$ cat config.mk
export PLATFORM = sky130hd
export DESIGN_NAME = uart_tx_queue
export DESIGN_NICKNAME = d
export VERILOG_FILES = /design/src/rtl/uart_tx_queue.sv
export SDC_FILE = /design/constraint.sdc
export NUM_CORES = 1
export LEC_CHECK = 0
export CAP_MARGIN = 20
export CORE_MARGIN = 1.5
export CORE_UTILIZATION = 30
export DETAILED_ROUTE_END_ITERATION = 8
export GPL_TIMING_DRIVEN = 0
export PLACE_DENSITY_LB_ADDON = 0.12
export SYNTH_ARGS = -nofsm -noshare
export SYNTH_HDL_FRONTEND = slang
export SYNTH_SLANG_ARGS = --single-unit
$ cat constraint.sdc
create_clock -name clock -period 3.4 [get_ports clock]
set_input_delay 0.68 -clock clock [delete_from_list [all_inputs] [get_ports clock]]
set_output_delay 0.68 -clock clock [all_outputs]
set_load 0.05 [all_outputs]
$ cat src/rtl/uart_tx_queue.sv
// Debounced button-release capture of the switch byte into a FIFO, drained one byte at a time into the UART transmitter.
// Launch is one cycle after a byte reaches an idle queue; tx_active/tx_done throttle draining, and a push into a full FIFO is dropped and flagged.
module uart_tx_queue #(
    parameter int DEPTH           = 8,
    parameter int DEBOUNCE_CYCLES = 500000
) (
    input  logic                     clock,
    input  logic                     reset,
    input  logic                     enable,
    input  logic                     button,
    input  logic [7:0]               switches,
    input  logic                     tx_active,
    input  logic                     tx_done,
    output logic                     tx_dv,
    output logic [7:0]               tx_byte,
    output logic [$clog2(DEPTH):0]   count,
    output logic                     full,
    output logic                     empty,
    output logic                     overflow
);

    localparam int AW  = $clog2(DEPTH);
    localparam int CW  = AW + 1;
    localparam int DBW = (DEBOUNCE_CYCLES > 1) ? $clog2(DEBOUNCE_CYCLES) : 1;
    localparam logic [DBW-1:0] DB_LAST = DBW'(DEBOUNCE_CYCLES - 1);

    typedef enum logic [1:0] {
        IDLE = 2'd0,
        SENT = 2'd1,
        GAP  = 2'd2
    } state_t;

    logic           btn_s1;
    logic           btn_s2;
    logic           btn_db;
    logic           btn_db_q;
    logic           push_pulse;
    logic [DBW-1:0] db_cnt;

    logic           push;
    logic           pop;
    logic           wr_en;
    logic           launch;

    logic [7:0]     mem [DEPTH];
    logic [AW-1:0]  wr_ptr;
    logic [AW-1:0]  rd_ptr;

    state_t         state;
    state_t         state_nxt;

    // The button idles high, so every conditioning stage resets to the released level.
    always_ff @(posedge clock) begin
        if (reset) begin
            btn_s1     <= 1'b1;
            btn_s2     <= 1'b1;
            btn_db     <= 1'b1;
            btn_db_q   <= 1'b1;
            push_pulse <= 1'b0;
            db_cnt     <= '0;
        end else begin
            btn_s1     <= button;
            btn_s2     <= btn_s1;
            btn_db_q   <= btn_db;
            push_pulse <= btn_db & ~btn_db_q;
            if (btn_s2 != btn_db) begin
                if (db_cnt == DB_LAST) begin
                    btn_db <= btn_s2;
                    db_cnt <= '0;
                end else begin
                    db_cnt <= db_cnt + DBW'(1);
                end
            end else begin
                db_cnt <= '0;
            end
        end
    end

    assign push  = push_pulse & enable;
    assign pop   = launch;
    assign wr_en = push & (~full | pop);
    assign full  = (count == CW'(DEPTH));
    assign empty = (count == '0);

    always_ff @(posedge clock) begin
        if (wr_en) begin
            mem[wr_ptr] <= switches;
        end
    end

    always_ff @(posedge clock) begin
        if (reset) begin
            wr_ptr   <= '0;
            rd_ptr   <= '0;
            count    <= '0;
            overflow <= 1'b0;
        end else begin
            if (wr_en) begin
                wr_ptr <= wr_ptr + AW'(1);
            end
            if (pop) begin
                rd_ptr <= rd_ptr + AW'(1);
            end
            if (push && full && !pop) begin
                overflow <= 1'b1;
            end
            case ({wr_en, pop})
                2'b10:   count <= count + CW'(1);
                2'b01:   count <= count - CW'(1);
                default: count <= count;
            endcase
        end
    end

    always_ff @(posedge clock) begin
        if (reset) begin
            state <= IDLE;
        end else begin
            state <= state_nxt;
        end
    end

    // Dropping enable mid-flight abandons the wait; the transmitter keeps the byte it already has.
    always_comb begin
        state_nxt = state;
        case (state)
            IDLE: if (launch) state_nxt = SENT;
            SENT: begin
                if (!enable) begin
                    state_nxt = IDLE;
                end else if (tx_done) begin
                    state_nxt = GAP;
                end
            end
            GAP:     state_nxt = IDLE;
            default: state_nxt = IDLE;
        endcase
    end

    always_comb begin
        launch = 1'b0;
        if (state == IDLE && enable && !empty && !tx_active) begin
            launch = 1'b1;
        end
    end

    always_ff @(posedge clock) begin
        if (reset) begin
            tx_dv   <= 1'b0;
            tx_byte <= 8'h00;
        end else begin
            tx_dv <= launch;
            if (launch) begin
                tx_byte <= mem[rd_ptr];
            end
        end
    end

endmodule

==> impl_metrics.json <==
{
  "drive_above_1_share_pct": 19.7,
  "holdPathStages": 1,
  "path_depth": 6,
  "synth_nets": 342,
  "grt_pass1_vias": 2638,
  "power.density_mw_per_mm2": 469,
  "p_leak_nw": 1.69,
  "finish.utilization_pct": 36.9,
  "num_vias": 2698,
  "gr-total-overflow": 0,
  "cp_max_fo": 8,
  "tightest_slew_ns": 0.988,
  "setup_viol": 0,
  "dieWidth_um": 126,
  "dp_hpwl_mm": 6.01,
  "top_usage_layer": "met2",
  "wire_per_inst_um": 16.7,
  "worstHoldPathType": "reg -> reg",
  "rsz0062_at_grt": "false",
  "io_buffers": 29,
  "holdWs_ns": 0.383,
  "ys_async_sr_fraction_pct": 0,
  "insertion_delay_ns": 0.36,
  "post_cts_resize_count": 0,
  "grt_usage_pct": 12.7,
  "first_pass_iters": 6,
  "end_kind": "flip-flop",
  "cts.htree.levels": 3,
  "max-slew-margin-rel_pct": 33.9,
  "worst_slack_ns": 0.332,
  "rows": 44,
  "clockRootBuffer": "clkbuf_16",
  "place.gp.congestion": 0.723,
  "antenna_left": 0,
  "crit_arrival_ns": 3.04,
  "grt_util_met2_pct": 19.1,
  "cts_inserted_buffers": 9,
  "crit_required_ns": 3.37,
  "syn_inst": 324,
  "vdd_drop_max_v": 0.000234,
  "syn_area_per_cell_um2": 14.0,
  "grt_antenna_before_repair": 0,
  "clock_sinks": 110,
  "final_common_cell": "edfxtp_1",
  "crit_chain": "clkdlybuf4s50_1, or4b_1, buf_6, a31oi_4, nand2_1, nor2_1",
  "grtUsageMet1_pct": 17.5,
  "final_cell_mix": "edfxtp_1 (64), dfxtp_1 (46), nor2_1 (29), clkdlybuf4s50_1 (29), a21oi_1 (17)",
  "clockBufferDepth": 2,
  "synth_top_area_share_pct": 42.3,
  "maxCapViolations": 0,
  "grt_max_degree": 19,
  "cpLargestDelayFamily": "simple AND/OR/NAND/NOR gates",
  "syn_to_final_growth_pct": 19.0,
  "die_area_mm2": 0.0159,
  "finalWirelength_mm": 9.25,
  "synth_edf_count": 64,
  "grt_first_pass_wirelength_mm": 15.0,
  "cpMaxStageDelayCell": "nor2_1",
  "finalCritPeriodShare_pct": 90.2,
  "routed_via_density": 4.87,
  "critical_path.max_stage_delay_ns": 0.80,
  "clk_pin_slew_ns": 0.07,
  "die_h_um": 126,
  "tritoncts": "done",
  "total_power_mw": 2.54,
  "synth_cell_types": 59,
  "cp-start-kind": "input port",
  "hold_buffers": 0,
  "nFillCells": 1399,
  "dp_slack_ns": -0.0794,
  "dpl.cell_count": 538,
  "cts_setup_buffers": 0,
  "seq_area_frac_synth_pct": 62.5,
  "ys_seq_elements": 110,
  "drt_iter0_markers": 217,
  "diodes": 0,
  "synth_area_leaders": "edfxtp_1 (42%), dfxtp_1 (20%), mux4_2 (7.9%), nor2_1 (2.4%), xor2_1 (2.1%)",
  "drc": 0,
  "nets": 383,
  "slew_viol_final": 0,
  "yosysTopAreaCell": "edfxtp_1",
  "critical_path_buf_inv_count": 2,
  "yosys_warnings": 0,
  "synth_area_mm2": 0.00455,
  "path_class": "in -> reg",
  "r2r_cells": 5,
  "period_needed_ns": 3.07,
  "start_util_pct": 31.1,
  "io_pins": 30,
  "coreArea_mm2": 0.0146,
  "synth-main-ff-cell": "edfxtp_1",
  "finalHoldViolations": 0,
  "max_freq_mhz": 326,
  "status": "complete, no violations",
  "layoutNonFillerInstCount": 554,
  "finalClockSkew_ns": 0.00931,
  "met3_usage_pct": 3.27
}
[synth_stat cells, types with 4 or more instances]
master    count
dfxtp_1      46
inv_1         5
nand3_1       7
edfxtp_1     64
nor3_1        5
buf_6         4
xor2_1       11
xnor2_1       7
o21ai_0      12
ha_1          4
nand2_1      16
mux2i_1       9
a21oi_1      17
nor2_1       29
nand4_1       5
mux4_2       16
[cell families (layout without fill, tap and decap cells)]
group / count (synthesis) / count (layout) / share of synthesized area [%]
compound gates: 43 / 43 / 6.47
buf+inv: 20 / 66 / 2.72
fa+ha+maj: 4 / 4 / 1.10
xor+xnor: 18 / 18 / 3.47
simple gates: 102 / 102 / 13.2
flops: 110 / 110 / 62.5
mux: 27 / 27 / 10.6
[flip-flops by register name, summed over array words and instances, names as in the netlist]
signal      cells
mem            64
btn_db_q        1
btn_s1          1
state           2
btn_db          1
overflow        1
tx_dv           1
count           4
push_pulse      1
wr_ptr          3
db_cnt         19
tx_byte         8
rd_ptr          3
btn_s2          1
[stage by stage]
step / instance area, µm² / TNS (ns)
6_report: 5410 / 0
5_1_grt: 5410 / 0
4_1_cts: 5410 / 0
3_5_place_dp: 5100 / -1.59
3_3_place_gp: 5070 / -22.00
2_1_floorplan: 4550 / 0
[routing by layer]
metal / up-vias / share of wire [%]
li1: 1311 / -
met1: 1340 / 50
met2: 37 / 46
met3: 10 / 2.9
met4: 0 / 1.5
met5: - / 0
[path summary, 6_finish.rpt]
path | startpoint | to | slack, ns
min | btn_db_q | push_pulse | 0.38
max reg2reg | state[1] | mem[6][0] | 0.82
max | enable | mem[6][0] | 0.33
min reg2reg | btn_db_q | push_pulse | 0.38
[cell type report]
type / instances / area, µm² / area share [%]
flip-flops and latches: 110 / 2840 / 52.5
multi-input cells: 194 / 1610 / 29.7
repair buffers: 30 / 298 / 5.50
clock buffers: 10 / 239 / 4.42
well taps: 184 / 230 / 4.26
plain buffers: 14 / 96.3 / 1.78
clock inverters: 6 / 68.8 / 1.27
inverters: 6 / 27.5 / 0.509
[power breakdown]
part | switching, mW | leakage, nW | internal, mW
Combinational | 0.0267 | 0.592 | 0.0194
Clock | 0.487 | 0.155 | 0.598
Sequential | 0.000700 | 0.946 | 1.41
Total | 0.515 | 1.69 | 2.02
Power figures use the tool's default switching activity.
